--- src/rtl/clock_ctrl_pkg.sv ---
// Shared types and constants for the clock set/alarm controller: state encoding,
// field widths and limits, edit_mode codes, and the wrap-around field increments.
package clock_ctrl_pkg;

    localparam int HRS_W = 5;
    localparam int MIN_W = 6;
    localparam int SEC_W = 6;

    localparam logic [HRS_W-1:0] HRS_MAX = 5'd23;
    localparam logic [MIN_W-1:0] MIN_MAX = 6'd59;

    typedef enum logic [2:0] {
        S_RUN,
        S_SET_HRS,
        S_SET_MIN,
        S_COMMIT,
        S_AL_HRS,
        S_AL_MIN
    } state_t;

    typedef enum logic [1:0] {
        EM_RUN    = 2'd0,
        EM_HRS    = 2'd1,
        EM_MIN    = 2'd2,
        EM_COMMIT = 2'd3
    } edit_mode_t;

    typedef struct packed {
        logic [HRS_W-1:0] hrs;
        logic [MIN_W-1:0] min;
    } hm_t;

    // Out-of-range values (only possible from a misbehaving counter) wrap to 0 as well.
    function automatic logic [HRS_W-1:0] inc_hrs(input logic [HRS_W-1:0] h);
        return (h >= HRS_MAX) ? '0 : h + 1'b1;
    endfunction

    function automatic logic [MIN_W-1:0] inc_min(input logic [MIN_W-1:0] m);
        return (m >= MIN_MAX) ? '0 : m + 1'b1;
    endfunction

    function automatic edit_mode_t edit_mode_of(input state_t s);
        case (s)
            S_SET_HRS, S_AL_HRS: return EM_HRS;
            S_SET_MIN, S_AL_MIN: return EM_MIN;
            S_COMMIT:            return EM_COMMIT;
            default:             return EM_RUN;
        endcase
    endfunction

endpackage

--- src/rtl/tick_prescaler.sv ---
// Free-running divider producing a registered one-cycle tick every TICK_DIV cycles
// while enabled; dropping en clears the count so the next run starts from zero.
module tick_prescaler #(
    parameter int TICK_DIV = 50_000_000
) (
    input  logic clk,
    input  logic rst,
    input  logic en,
    output logic tick
);

    localparam int CW = $clog2(TICK_DIV);
    localparam logic [CW-1:0] LAST = CW'(TICK_DIV - 1);

    logic [CW-1:0] cnt;

    always_ff @(posedge clk) begin
        if (rst || !en) begin
            cnt  <= '0;
            tick <= 1'b0;
        end else begin
            tick <= (cnt == LAST);
            cnt  <= (cnt == LAST) ? '0 : cnt + 1'b1;
        end
    end

endmodule

--- src/rtl/clock_set_ctrl.sv ---
// Front-panel controller for the time counter: 1 Hz enable, button-driven
// set/alarm edit FSM with a one-cycle load strobe, and alarm match/ring logic.
module clock_set_ctrl
    import clock_ctrl_pkg::*;
#(
    parameter int TICK_DIV = 50_000_000
) (
    input  logic             clk,
    input  logic             rst,
    input  logic             mode_btn,
    input  logic             inc_btn,
    input  logic             cancel_btn,
    input  logic             alarm_btn,
    input  logic [HRS_W-1:0] cur_hrs,
    input  logic [MIN_W-1:0] cur_min,
    input  logic [SEC_W-1:0] cur_sec,
    output logic             tick,
    output logic             load,
    output logic [HRS_W-1:0] load_hrs,
    output logic [MIN_W-1:0] load_min,
    output logic [HRS_W-1:0] disp_hrs,
    output logic [MIN_W-1:0] disp_min,
    output logic [1:0]       edit_mode,
    output logic             alarm_en,
    output logic             alarm_ring
);

    state_t state_q, state_d;
    hm_t    edit_q, edit_d;
    hm_t    al_q, al_d;
    hm_t    load_val_q, load_val_d;
    logic   load_q, load_d;
    logic   alarm_en_q, alarm_en_d;
    logic   ring_q, ring_d;
    logic   any_btn, match, presc_en;

    assign any_btn = mode_btn | inc_btn | cancel_btn | alarm_btn;

    // Compared while the tick is high, before the counter has advanced on it.
    assign match = tick && (state_q == S_RUN) && alarm_en_q &&
                   (cur_hrs == al_q.hrs) && (cur_min == al_q.min) && (cur_sec == '0);

    // Gate on the next state too, so a tick can never land in the first edit cycle.
    assign presc_en = (state_q == S_RUN) && (state_d == S_RUN);

    tick_prescaler #(.TICK_DIV(TICK_DIV)) u_presc (
        .clk  (clk),
        .rst  (rst),
        .en   (presc_en),
        .tick (tick)
    );

    always_ff @(posedge clk) begin
        if (rst) begin
            state_q    <= S_RUN;
            edit_q     <= '0;
            al_q       <= '0;
            load_val_q <= '0;
            load_q     <= 1'b0;
            alarm_en_q <= 1'b0;
            ring_q     <= 1'b0;
        end else begin
            state_q    <= state_d;
            edit_q     <= edit_d;
            al_q       <= al_d;
            load_val_q <= load_val_d;
            load_q     <= load_d;
            alarm_en_q <= alarm_en_d;
            ring_q     <= ring_d;
        end
    end

    always_comb begin
        state_d    = state_q;
        edit_d     = edit_q;
        al_d       = al_q;
        load_val_d = load_val_q;
        load_d     = 1'b0;
        alarm_en_d = alarm_en_q;
        ring_d     = ring_q;

        if (state_q == S_COMMIT) begin
            state_d = S_RUN;
        end else if (ring_q && any_btn) begin
            // Silencing press is swallowed whole.
            ring_d = 1'b0;
        end else begin
            case (state_q)
                S_RUN: begin
                    if (!cancel_btn) begin
                        if (mode_btn) begin
                            state_d = S_SET_HRS;
                            edit_d  = '{hrs: cur_hrs, min: cur_min};
                        end else if (alarm_btn) begin
                            state_d = S_AL_HRS;
                            edit_d  = al_q;
                        end else if (inc_btn) begin
                            alarm_en_d = !alarm_en_q;
                        end
                    end
                end
                S_SET_HRS, S_AL_HRS: begin
                    if (cancel_btn)
                        state_d = S_RUN;
                    else if (mode_btn)
                        state_d = (state_q == S_SET_HRS) ? S_SET_MIN : S_AL_MIN;
                    else if (inc_btn && !alarm_btn)
                        edit_d.hrs = inc_hrs(edit_q.hrs);
                end
                S_SET_MIN: begin
                    if (cancel_btn) begin
                        state_d = S_RUN;
                    end else if (mode_btn) begin
                        state_d    = S_COMMIT;
                        load_d     = 1'b1;
                        load_val_d = edit_q;
                    end else if (inc_btn && !alarm_btn) begin
                        edit_d.min = inc_min(edit_q.min);
                    end
                end
                S_AL_MIN: begin
                    if (cancel_btn) begin
                        state_d = S_RUN;
                    end else if (mode_btn) begin
                        state_d = S_RUN;
                        al_d    = edit_q;
                    end else if (inc_btn && !alarm_btn) begin
                        edit_d.min = inc_min(edit_q.min);
                    end
                end
                default: state_d = S_RUN;
            endcase
        end

        if (match && !(ring_q && any_btn))
            ring_d = 1'b1;
        if (!alarm_en_d)
            ring_d = 1'b0;
    end

    assign load       = load_q;
    assign load_hrs   = load_val_q.hrs;
    assign load_min   = load_val_q.min;
    assign disp_hrs   = (state_q == S_RUN) ? cur_hrs : edit_q.hrs;
    assign disp_min   = (state_q == S_RUN) ? cur_min : edit_q.min;
    assign edit_mode  = edit_mode_of(state_q);
    assign alarm_en   = alarm_en_q;
    assign alarm_ring = ring_q;

endmodule

--- config.mk ---
export PLATFORM = sky130hd
export DESIGN_NAME = clock_set_ctrl
export DESIGN_NICKNAME = d
export VERILOG_FILES = /design/src/rtl/clock_ctrl_pkg.sv /design/src/rtl/tick_prescaler.sv /design/src/rtl/clock_set_ctrl.sv
export SDC_FILE = /design/constraint.sdc
export NUM_CORES = 1
export LEC_CHECK = 0
export ABC_AREA = 1
export CAP_MARGIN = 40
export CORE_ASPECT_RATIO = 1.4
export CORE_MARGIN = 2
export CORE_UTILIZATION = 45
export DETAILED_ROUTE_END_ITERATION = 12
export DONT_BUFFER_PORTS = 1
export SYNTH_ARGS = -nofsm -noshare
export SYNTH_HDL_FRONTEND = slang
export SYNTH_HIERARCHICAL = 1
export SYNTH_SLANG_ARGS = --single-unit
--- constraint.sdc ---
create_clock -name clk -period 4 [get_ports clk]
set_input_delay 0.2 -clock clk [delete_from_list [all_inputs] [get_ports clk]]
set_output_delay 0.2 -clock clk [all_outputs]
set_load 0.05 [all_outputs]
Word level (Yosys, flattened, before mapping)
Index checks and enable logic that the tools add are counted.

$add $sub $neg: 3. Multipliers: 0. Div/mod/pow operators: 0. Magnitude comparators: 2. Equality and inequality tests: 17. Shift operators: 0. Mux-type cells: 40. Bitwise gates (word level): 8. Reductions and logical operators: 30.

Operator list (count): $mux W3 (12); $mux W11 (3); $mux W6 (5); $add A26 B1 Y26 const B (1); $eq A26 B26 Y1 const B (1); $mux W5 (5); $reduce_and A8 Y1 (2); $ne A2 B2 Y1 const B (6); $pmux W3 S4 (1); $pmux W6 S2 (1); $mux W1 (11); $pmux W5 S2 (1); $reduce_and A5 Y1 (2); $logic_and A1 B1 Y1 (9); $reduce_or A2 Y1 (4); $add A6 B1 Y6 const B (1); $eq A3 B2 Y1 const B (2); $eq A3 B3 Y1 const B (2); $eq A6 B6 Y1 (1); $ge A6 B6 Y1 const B (1); $logic_not A3 Y1 (2); $logic_not A6 Y1 (1); $pmux W2 S3 (1); $reduce_bool A2 Y1 (3); 12 further kinds (22).

Register bits after elaboration: 66. Bits in latches: 0. RAM bits: 0. Memory bits (read-only): 0. Input port bits: 23. Output and inout bits: 28. Memories: 0.

Longest topological paths before layout
Gate-level depths: netlist of the first run.

Word-level depth: 12. Mapped depth: 13.

Cells and area by module
The synthesis of the first run kept the hierarchy.

Modules (own cells, without submodules): clock_set_ctrl (times used 1, cells each 436, area each 2595.0 um^2); tick_prescaler (times used 1, cells each 227, area each 1480.2 um^2).

Worst setup path after synthesis of the first run
No wires, ideal clock.

Kind: flip-flop to output port. Start point: register state_q[1]. End point: output port disp_hrs[0]. Data arrival time: 2032 ps. Data required time: 3800 ps. Slack: 1768 ps. Stages on the path, launching flop included: 7. Path buffers: 3. Cells stage by stage: dfxtp_1 > buf_4 > nor2_4 > nand2_2 > buf_6 > clkbuf_1 > o21ai_0.

Longest elaborated chain between the ends: 2.

RTL lines: from (decl) (line clock_set_ctrl.sv:28) `state_t state_q, state_d;`; from (signal assigned) (line clock_set_ctrl.sv:63) `state_q <= state_d;`; $logic_not A3 Y1 (line clock_set_ctrl.sv:144) `assign disp_hrs = (state_q == S_RUN) ? cur_hrs : edit_q.hrs;`; $mux W5 (line clock_set_ctrl.sv:144); to (decl) (line clock_set_ctrl.sv:21) `output logic [HRS_W-1:0] disp_hrs,`.

No other way between the ends.

Worst setup path in the final report of the first run
Start point: register ring_q (netlist: alarm_ring). End point: register u_presc.cnt[8].

Longest elaborated chain between the ends: 8.

RTL lines: from (decl) (line clock_set_ctrl.sv:34) `logic ring_q, ring_d;`; from (signal assigned) (line clock_set_ctrl.sv:69) `ring_q <= ring_d;`; $logic_and A1 B1 Y1 (line clock_set_ctrl.sv:84) `end else if (ring_q && any_btn) begin`; $mux W3 (line clock_set_ctrl.sv:84); $mux W3 (line clock_set_ctrl.sv:82) `if (state_q == S_COMMIT) begin`; $logic_not A3 Y1 (line clock_set_ctrl.sv:44) `assign presc_en = (state_q == S_RUN) && (state_d == S_RUN);`; $logic_and A1 B1 Y1 (line clock_set_ctrl.sv:44); via presc_en (line clock_set_ctrl.sv:35) `logic any_btn, match, presc_en;`; $logic_not A1 Y1 (line tick_prescaler.sv:18) `if (rst || !en) begin`; $logic_or A1 B1 Y1 (line tick_prescaler.sv:18); $reduce_or A2 Y1 (no source line); to (signal assigned) (line tick_prescaler.sv:23) `cnt <= (cnt == LAST) ? '0 : cnt + 1'b1;`; to (decl) (line tick_prescaler.sv:15) `logic [CW-1:0] cnt;`.

The timed path passes the listed nets, and every way through them passes these cells. A chain may end at the register's enable or synchronous reset.

==> results by group, run 1 <==
Pwr
  • Power density over cell area: roughly 410 mW/mm2
  • LEAKAGE: about 1.9 nW
  • VDD IR-drop max: 242 uV

Worst setup path
  • Delay-heaviest family, CP: compound AO/OA/AOI/OAI gates
  • Slowest-stage cell, CP: dfxtp_1
  • Max stage delay on crit path: around 670 ps
  • Worst path bufs/invs: 0
  • Critical Path Start Type: register
  • CP Class: reg2reg
  • Arr. time, crit path: 2540 ps
  • Critical Path Most Common Cell: nand2_1
  • CP Cell Sequence: nand2_1, o21ai_0, nand2_1, a21oi_1, nand2_1, o21bai_4, a21oi_1
  • Crit end category: register
  • Crit-path max FO: 24
  • Worst EP required: approximately 4300 ps

Timing
  • Tmin final: 2280 ps
  • Slew HR: 51.9%
  • RSZ-0062 raised after global routing: false
  • Slew @ Worst Pin: 720 ps
  • Slew Limit Fails: 0
  • Setup Skew: 7.17 ps
  • Peak Freq: 438 MHz
  • Final Hold Viols: 0
  • Setup-failing EPs final: 0
  • TNS Setup: 0 ps
  • Period Utilization, post-route: 57.1%

Synthesis
  • Synth top area cells: dfxtp_1 (32%), nand2_1 (20%), nor2_1 (11%), inv_1 (6.1%), o21ai_0 (4.1%)
  • Syn_area_per_cell: 6.15 um2
  • Cell count after synthesis: between 600 and 700
  • Synth unique cells: 30
  • Syn_nets: 689
  • Synth Cell Area: 0.00408 mm2
  • Post-synth top area cell: dfxtp_1
  • Yosys warns: 6
  • Async SR Flop Fraction: 0%
  • Post-synthesis sequential area ratio: 32.4%
  • Flops & latches, synth: 66
  • EDFF count, synth: 0
  • Synth Flop Type: dfxtp_1
  • Yosys top cell area share: between 30% and 40%

Route
  • Wirelength per Cell: 12.9 um
  • Routed wire length: ~10000 um
  • Drt first-iter violations: ~200
  • Number of remaining DRC errors: 0
  • DRT Pass-1 Iters: 4
  • Vias per std cell: 5.00
  • Post-DRT Antenna Nets: 0
  • Via Count: 3881

Placed design
  • Final GP Congestion: 0.884
  • IO Port Bufs: 0
  • Final HPWL DP: 7490 um

Floorplanning
  • Die outline height: 117 um
  • Die Wd: 84.4 um
  • Core Area: 0.00893 mm2
  • Initial Util: 45.7%
  • IO Pins: 51
  • Rows: 41
  • Total Die Area: 0.00984 mm2

Clocking
  • Post_cts resized: 0
  • TritonCTS clock tree: built
  • Inserted Clock Buffers: 9
  • H-tree depth: 3
  • Clk_lat worst skew: roughly 340 ps
  • Worst-case clock buffer depth: 2
  • Root buf cell: clkbuf_16
  • Clock sinks: between 60 and 70
  • Reg clk slew, reported paths: 50 ps

Finish
  • Layout cells sized above 1: 9.42%
  • Final net count: roughly 700
  • Commonest non-fill, non-tap cell in the layout: nand2_1
  • Post-layout util: 49.9%
  • Number of antenna diodes: 0
  • Layout area overhead: 9.27%
  • Most frequent cells in the layout: nand2_1 (219), nor2_1 (122), inv_1 (66), dfxtp_1 (66), nand3_1 (27)
  • Number of fill cells in the layout: 942

Global routing
  • Vias in the first global route: 3516
  • First-pass GRT wire length: 16500 um
  • Grt ovf: 0
  • Initial antenna violation count: 0
  • Largest net degree at the start of global routing: 26
  • GRT Overall Usage: 21.3%

Job
  • Number of max-cap violations: 0

Outcome
  • Outcome: finished clean

Min path
  • Worst min-delay path class: in2reg
==> synthesized netlist by cell type, drive strengths merged (6+ instances only) <==
cell type,count
a21oi,24
buf,14
dfxtp,66
xor2,6
nand2,228
xnor2,10
nand3,34
clkbuf,8
inv,73
nor2,136
nand4,18
o21ai,33
==> stage by stage <==
stage / setup WS [ps] / total power [mW] / cells / area (um2) / hold slack [ps]
floorplan: 1770 / 0.973 / 663 / 4080 / 397
global placement: 1770 / 1.01 / 748 / 4060 / 276
detailed placement: 1710 / 1.03 / 759 / 4140 / 277
CTS: 1680 / 1.84 / 776 / 4450 / 23.2
global route: 1490 / 1.90 / 776 / 4450 / 35.8
finish: 1720 / 1.82 / 776 / 4450 / 37.0
==> layer usage <==
metal / track usage (%) / wire length (um)
met5: 0 / 0
met4: 12.6 / 359
met1: 22.6 / 3980
met3: 3.89 / 485
met2: 39.2 / 5200
==> worst register-to-register path, stage by stage, from the launching register on <==
cell	delay [ps]
dfxtp_1	670
nand2_1	400
o21ai_0	340
nand2_1	80
a21oi_1	130
nand2_1	100
o21bai_4	310
a21oi_1	180
==> area by class of cell <==
cell class                 instances  area [um2]  area share, %
clock buffer                      14         264           5.93
clock inverter                     2        35.0          0.787
inverter                          73         274           6.15
multi-input combinational        502        2330           52.4
sequential                        66        1320           29.7
tap                              107         134           3.01
timing repair buffer              12        92.6           2.08
==> what timing repair did <==
item / CTS / global route
hold buffers: 1 / 0
buffers inserted: 0 / 0
endpoints found under the hold margin: 16 / 0
==> flip-flops by register name (all words and copies together), names as in the netlist <==
register	cells
al_q	11
load_min	6
load_hrs	5
load	1
u_presc/tick	1
alarm_ring	1
u_presc/cnt	26
edit_q	11
state_q	3
alarm_en	1
==> power by group <==
| part | leakage, nW | internal, mW | switching, mW |
|---|---|---|---|
| sequential | 0.534 | 0.681 | 0.0422 |
| clock | 0.147 | 0.516 | 0.287 |
| combinational | 1.25 | 0.0894 | 0.206 |
==> logic make-up (layout without fill, tap and decap cells) <==
family / count (synthesis) / in the layout / share of synthesized area [%]
XOR/XNOR: 16 / 16 / 3.44
adder cells (fa/ha/maj): 3 / 3 / 0.921
AND/OR/NAND/NOR: 423 / 423 / 45.0
AO/OA/AOI/OAI: 60 / 60 / 7.83
flip-flops: 66 / 66 / 32.4
buffers and inverters: 95 / 101 / 10.3
==> path summary, 6_finish.rpt <==
path                                     to  slack [ps]  cells past startpoint                       from
hold / removal       edit_q[0]$_SDFFE_PP0P_          40                      2                        rst
hold reg to reg   u_presc/cnt[0]$_SDFF_PP0_         460                      1  u_presc/cnt[0]$_SDFF_PP0_
setup / recovery  u_presc/cnt[8]$_SDFF_PP0_        1720                      7    alarm_ring$_SDFFE_PP0P_
setup reg to reg  u_presc/cnt[8]$_SDFF_PP0_        1720                      7    alarm_ring$_SDFFE_PP0P_
Note: power is estimated with default switching activity, not from simulation.
==> run 2, diff against run 1 <==
Clock period 4 ns to 2.3 ns, I/O delays scaled along.
==> run 2 against run 1 <==
Net effect:
- first-iteration DRC count rose by 12%
- core utilization rose by 0.17 points
- clock power increased by 61%
- clock-buffer cell count is the same
- sequential power up 74%
- combinational power up 79%
- flip-flop and latch count unchanged
- sequential share of layout area is 0.10 points lower
- total power up 69%
- global-route usage rose by 0.66 points
- via count grew 0.21%
- critical path type is now reg2out
==> results by group, run 2 (synthesized netlist as in run 1, its figures left out) <==
Placed design
  • Final GP Congestion: 0.888 (was 0.884)
  • Dpl ws: 395 ps (was 1710 ps)
  • Final HPWL DP: 7660 um (was 7490 um)
  • IO Port Bufs: 0 (unchanged)

Job
  • Number of max-cap violations: 0 (unchanged)

Floorplanning
  • Initial Util: 45.7% (unchanged)
  • Rows: 41 (unchanged)
  • Total Die Area: 0.00984 mm2 (unchanged)
  • Die Wd: 84.4 um (unchanged)
  • Die outline height: 117 um (unchanged)
  • Core Area: 0.00893 mm2 (unchanged)
  • IO Pins: 51 (unchanged)

Route
  • Via Count: 3889 (was 3881)
  • Routed wire length: 10100 um (was 10000 um)
  • Number of remaining DRC errors: 0 (unchanged)
  • Wirelength per Cell: 13.0 um (was 12.9 um)
  • Vias per std cell: 4.99 (was 5.00)
  • Drt first-iter violations: 222 (was 198)
  • Post-DRT Antenna Nets: 0 (unchanged)
  • DRT Pass-1 Iters: 4 (unchanged)

Worst setup path
  • Worst EP required: 2180 ps (was 4260 ps)
  • Register-to-Register Path Depth: 11 (was 7)
  • CP Cell Sequence: inv_2, nor2_2, nand2_1, nand2_1, inv_1, nand2_1 (was nand2_1, o21ai_0, nand2_1, a21oi_1, nand2_1, o21bai_4, a21oi_1)
  • Critical Path Most Common Cell: nand2_1 (unchanged)
  • Crit-path max FO: 8 (was 24)
  • WP depth: 6 (was 7)
  • Slowest-stage cell, CP: dfxtp_1 (unchanged)
  • Crit path to: edit_mode[0] (was u_presc/cnt[8]$_SDFF_PP0_)
  • Delay-heaviest family, CP: simple AND/OR/NAND/NOR gates (was compound AO/OA/AOI/OAI gates)
  • CP Class: reg2out (was reg2reg)
  • Arr. time, crit path: 1930 ps (was 2540 ps)
  • Critical Path Start Type: register (unchanged)
  • Reg2reg start: state_q[0]$_SDFF_PP0_ (was alarm_ring$_SDFFE_PP0P_)
  • RR Endpoint: u_presc/cnt[16]$_SDFF_PP0_ (was u_presc/cnt[8]$_SDFF_PP0_)
  • Crit end category: primary output (was register)
  • Worst setup path startpoint: state_q[0]$_SDFF_PP0_ (was alarm_ring$_SDFFE_PP0P_)
  • R2R setup slack: 370 ps (was 1720 ps)
  • Worst path bufs/invs: 2 (was 0)
  • Max stage delay on crit path: 550 ps (was 670 ps)

Clocking
  • TritonCTS clock tree: built (unchanged)
  • Root buf cell: clkbuf_16 (unchanged)
  • Reg clk slew, reported paths: 60 ps (was 50 ps)
  • Worst-case clock buffer depth: 2 (unchanged)
  • Clk_lat worst skew: 340 ps (about the same)
  • H-tree depth: 3 (unchanged)
  • Clock sinks: 66 (unchanged)
  • Inserted Clock Buffers: 9 (unchanged)

Timing
  • Slew HR: 53.7% (was 51.9%)
  • TNS Setup: 0 ps (unchanged)
  • RSZ-0062 raised after global routing: false (unchanged)
  • Final Worst Setup Slack: 254 ps (was 1720 ps)
  • Slew Limit Fails: 0 (unchanged)
  • Setup-failing EPs final: 0 (unchanged)
  • Setup Skew: 5.88 ps (was 7.17 ps)
  • Period Utilization, post-route: 89.0%
  • Slew @ Worst Pin: 694 ps (was 720 ps)
  • Final Hold Viols: 0 (unchanged)
  • Peak Freq: 489 MHz
  • Tmin final: ~2000 ps

Finish
  • Layout area overhead: 9.64% (was 9.27%)
  • Number of fill cells in the layout: 945 (was 942)
  • Max reg flops: 26 (unchanged)
  • Most flops, register: u_presc/cnt (unchanged)
  • Layout cells sized above 1: 10.1% (was 9.42%)
  • Most frequent cells in the layout: nand2_1 (219), nor2_1 (122), inv_1 (66), dfxtp_1 (66), nand3_1 (27) (unchanged)
  • Largest registers: u_presc/cnt x26, al_q x11, edit_q x11 (unchanged)
  • Commonest non-fill, non-tap cell in the layout: nand2_1 (unchanged)
  • Number of antenna diodes: 0 (unchanged)
  • Final net count: 694 (was 690)

Pwr
  • Pint: 2.16 mW (was 1.29 mW)
  • Comb power frac: 17.1% (was 16.2%)
  • LEAKAGE: 1.95 nW (was 1.93 nW)
  • Switching Share: 29.9% (was 29.4%)
  • Seq pwr share: 40.9% (was 39.7%)
  • Net Switching: 0.922 mW (was 0.536 mW)
  • Power density over cell area: 690 mW/mm2 (was 409 mW/mm2)
  • VDD IR-drop max: 442 uV (was 242 uV)
  • Clock share of power: 42.0% (was 44.1%)

Global routing
  • Initial antenna violation count: 0 (unchanged)
  • First-pass GRT wire length: 17200 um (was 16500 um)
  • Vias in the first global route: 3683 (was 3516)
  • GRT Overall Usage: 21.9% (was 21.3%)
  • Largest net degree at the start of global routing: 26 (unchanged)
  • Grt ovf: 0 (unchanged)

Min path
  • Worst min-delay path class: in2reg (unchanged)
  • Hold Startpoint: mode_btn (was rst)

Outcome
  • Outcome: finished clean (unchanged)
==> run 2: cell count changes in the layout (fill, tap and decap cells not counted) <==
cell       delta
clkbuf_1      -1
bufinv_16     -1
clkbuf_8      +1
clkinv_2      +1
buf_4         +4
==> run 2: layout make-up <==
type	instances	area, um2	share of cell area [%]
multi-input combinational	502	2330	52.2
sequential	66	1320	29.6
clock buffer	14	274	6.13
inverter	73	274	6.13
tap	107	134	3.00
timing repair buffer	16	123	2.74
clock inverter	2	10.0	0.224
==> run 2: worst min path at each step <==
| stage | cells past startpoint | endpoint |
|---|---|---|
| after global routing | 5 | alarm_ring$_SDFFE_PP0P_ |
| after floorplan | 3 | u_presc/tick$_SDFF_PP0_ |
| after detailed placement | 1 | al_q[1]$_SDFFE_PP0P_ |
| final | 5 | alarm_ring$_SDFFE_PP0P_ |
| after CTS | 5 | alarm_ring$_SDFFE_PP0P_ |
| after global placement | 1 | load_min[0]$_SDFFE_PP0P_ |
==> run 2: power by group through the flow <==
stage          clock [mW]  combinational [mW]  sequential (mW)
2_1_floorplan           0               0.445             1.25
3_3_place_gp            0               0.515             1.28
3_5_place_dp            0               0.522             1.28
4_1_cts              1.34               0.531             1.26
5_1_grt              1.38               0.590             1.27
6_report             1.29               0.528             1.26
==> run 2: metal layers <==
metal	GRT usage, %	up-vias	wire [um]
met2	41.7	76	5350
met1	22.7	1728	3960
met5	0	-	0
met4	10.7	0	282
met3	4.81	19	511
li1	-	2066	-
==> run 2: what timing repair did <==
action | in CTS | in global routing
hold buffers | 1 | 0
gates resized for setup | 0 | 0
hold endpoints to repair | 18 | 0
setup buffers | 0 | 0
==> run 2: tightest hold or removal path, stage by stage <==
cell	delay, ps
nor2_4	20
nand3_2	50
nand3_1	60
nand2_1	50
a21oi_1	60
==> run 2: per-stage QoR <==
| step | power, mW | cells | util [%] | hold WS (ps) | cell area [um2] |
|---|---|---|---|---|---|
| 6_report | 3.08 | 780 | 50.1 | 75.7 | 4470 |
| 5_1_grt | 3.23 | 780 | 50.1 | 123 | 4470 |
| 4_1_cts | 3.13 | 780 | 50.1 | 63.8 | 4470 |
| 3_5_place_dp | 1.81 | 763 | 46.8 | 190 | 4170 |
| 3_3_place_gp | 1.80 | 763 | 46.8 | 187 | 4170 |
| 2_1_floorplan | 1.69 | 663 | - | 312 | 4080 |
==> run 3, diff against run 2 <==
==> constraint.sdc (replaced) <==
create_clock -name clk -period 2.3 [get_ports clk]
set_input_delay 0.345 -clock clk [delete_from_list [all_inputs] [get_ports clk]]
set_output_delay 0.345 -clock clk [all_outputs]
set_load 0.05 [all_outputs]
==> run 3 against run 2 <==
Net effect:
- combinational power fell by 0.8%
- sequential power barely moved
- register-to-register slack improved by 20 ps
- total power barely moved
- global-route usage fell by 0.49 points
- first-iteration DRC count fell by 26%
- flip-flop and latch count did not move
- clock-buffer cell count did not move
- clock power barely moved
==> results by group, run 3 (synthesized netlist as in run 1, its figures left out) <==
Global routing
  • M2 GR Usage: 40.5% (was 41.7%)
  • First-pass GRT wire length: 16700 um (was 17200 um)
  • GR met1 Demand/Resource: 22.3% (was 22.7%)
  • Grt ovf: 0 (unchanged)
  • GRT Overall Usage: 21.4% (was 21.9%)
  • Largest net degree at the start of global routing: 26 (unchanged)
  • M3 GR Usage: 5.44% (was 4.81%)
  • Initial antenna violation count: 0 (unchanged)
  • Vias in the first global route: 3622 (was 3683)
  • Layer with the highest usage: met2 (unchanged)

Clocking
  • Worst-case clock buffer depth: 2 (unchanged)
  • Post-CTS setup buffers: 0 (unchanged)
  • Root buf cell: clkbuf_16 (unchanged)
  • TritonCTS clock tree: built (unchanged)
  • Inserted Clock Buffers: 9 (unchanged)
  • Clk_lat worst skew: 330 ps (was 340 ps)
  • Hold_buf cts: 0 (was 1)
  • Clock sinks: 66 (unchanged)
  • Post_cts resized: 0 (unchanged)
  • Reg clk slew, reported paths: 60 ps (about the same)
  • H-tree depth: 3 (unchanged)

Route
  • Post-DRT Antenna Nets: 0 (unchanged)
  • DRT Pass-1 Iters: 4 (unchanged)
  • Routed wire length: 10200 um (was 10100 um)
  • Drt first-iter violations: 165 (was 222)
  • Wirelength per Cell: 13.0 um (about the same)
  • Via Count: 3872 (was 3889)
  • Vias per std cell: 4.96 (was 4.99)
  • Number of remaining DRC errors: 0 (unchanged)

Timing
  • TNS Setup: 0 ps (unchanged)
  • Setup-failing EPs final: 0 (unchanged)
  • Peak Freq: 467 MHz (was 489 MHz)
  • RSZ-0062 raised after global routing: false (unchanged)
  • Post-Route Hold Slack: 77.2 ps (was 75.7 ps)
  • Final Hold Viols: 0 (unchanged)
  • Slew Limit Fails: 0 (unchanged)
  • Period Utilization, post-route: 93.2% (was 89.0%)
  • Slew HR: 49.3% (was 53.7%)
  • Slew @ Worst Pin: 760 ps (was 694 ps)
  • Tmin final: 2140 ps (was 2050 ps)
  • Setup Skew: 8.50 ps (was 5.88 ps)

Finish
  • Number of antenna diodes: 0 (unchanged)
  • Commonest non-fill, non-tap cell in the layout: nand2_1 (unchanged)
  • Max reg flops: 26 (unchanged)
  • Largest registers: u_presc/cnt x26, al_q x11, edit_q x11 (unchanged)
  • Non-filler cells, final: 780 (unchanged)
  • Finished Cell Area: 0.00447 mm2 (about the same)
  • Layout area overhead: 9.58% (was 9.64%)
  • Most flops, register: u_presc/cnt (unchanged)
  • Most frequent cells in the layout: nand2_1 (219), nor2_1 (122), inv_1 (66), dfxtp_1 (66), nand3_1 (27) (unchanged)
  • Final net count: 694 (unchanged)
  • Layout cells sized above 1: 10.3% (was 10.1%)

Worst setup path
  • Crit end category: primary output (unchanged)
  • Arr. time, crit path: 1800 ps (was 1930 ps)
  • CP Class: reg2out (unchanged)
  • Worst EP required: 1960 ps (was 2180 ps)
  • Crit-path max FO: 8 (unchanged)
  • R2R setup slack: 390 ps (was 370 ps)
  • CP Cell Sequence: inv_2, nor2_2, nand2_1, nand2_2, inv_2, nand2_1 (was inv_2, nor2_2, nand2_1, nand2_1, inv_1, nand2_1)
  • Slowest-stage cell, CP: dfxtp_1 (unchanged)
  • Critical Path Start Type: register (unchanged)
  • Max stage delay on crit path: 540 ps (was 550 ps)

Placed design
  • DP Area: 0.00418 mm2 (was 0.00417 mm2)
  • Final GP Congestion: 0.931 (was 0.888)
  • Post-Place Cells: 764 (was 763)
  • IO Port Bufs: 0 (unchanged)
  • Final HPWL DP: 7810 um (was 7660 um)

Pwr
  • LEAKAGE: 1.95 nW (about the same)
  • VDD IR-drop max: 500 uV (was 442 uV)
  • Power density over cell area: 690 mW/mm2 (about the same)

Floorplanning
  • Total Die Area: 0.00984 mm2 (unchanged)
  • Die Wd: 84.4 um (unchanged)
  • Initial Util: 45.7% (unchanged)
  • Core Area: 0.00893 mm2 (unchanged)
  • Die outline height: 117 um (unchanged)
  • IO Pins: 51 (unchanged)
  • Rows: 41 (unchanged)

Job
  • Number of max-cap violations: 0 (unchanged)

Min path
  • Worst min-delay path class: in2reg (unchanged)

Outcome
  • Outcome: finished clean (unchanged)
[run 3: cell type report]
cell class / count / area (um2)
clock buffers: 14 / 274
multi-input cells: 502 / 2330
clock inverters: 2 / 10.0
inverters: 73 / 274
flip-flops and latches: 66 / 1320
fillers: 946 / 4460
repair buffers: 16 / 120
well taps: 107 / 134
[run 3: worst max-delay path, delay by kind of cell, from the launching register on]
family,cells,cell delay (ps)
buffers and inverters,2,180
DFF,1,540
and+or+nand+nor,4,740
[run 3: report_power, final]
group	switching [mW]	total [mW]	internal [mW]
registers	0.0753	1.26	1.18
logic	0.362	0.524	0.162
clock network	0.482	1.30	0.814
[run 3: worst paths after layout]
path	from	to	cells after the start
setup / recovery	state_q[0]$_SDFF_PP0_	edit_mode[1]	6
hold / removal	rst	state_q[1]$_SDFF_PP0_	1
hold reg to reg	u_presc/cnt[0]$_SDFF_PP0_	u_presc/cnt[0]$_SDFF_PP0_	1
setup reg to reg	state_q[1]$_SDFF_PP0_	u_presc/cnt[4]$_SDFF_PP0_	9
[run 3: metrics by stage]
step	setup WS, ps	util, %	total power [mW]
global route	33.3	50.0	3.23
floorplan	-77.3	-	1.69
global placement	434	46.8	1.80
detailed placement	386	46.8	1.81
CTS	133	50.0	3.11
finish	157	50.0	3.08
[run 3: per-layer routing]
metal | wire (um) | vias up
met4 | 305 | 0
li1 | - | 2071
met5 | 0 | -
met3 | 507 | 21
met1 | 4050 | 1701
met2 | 5310 | 79
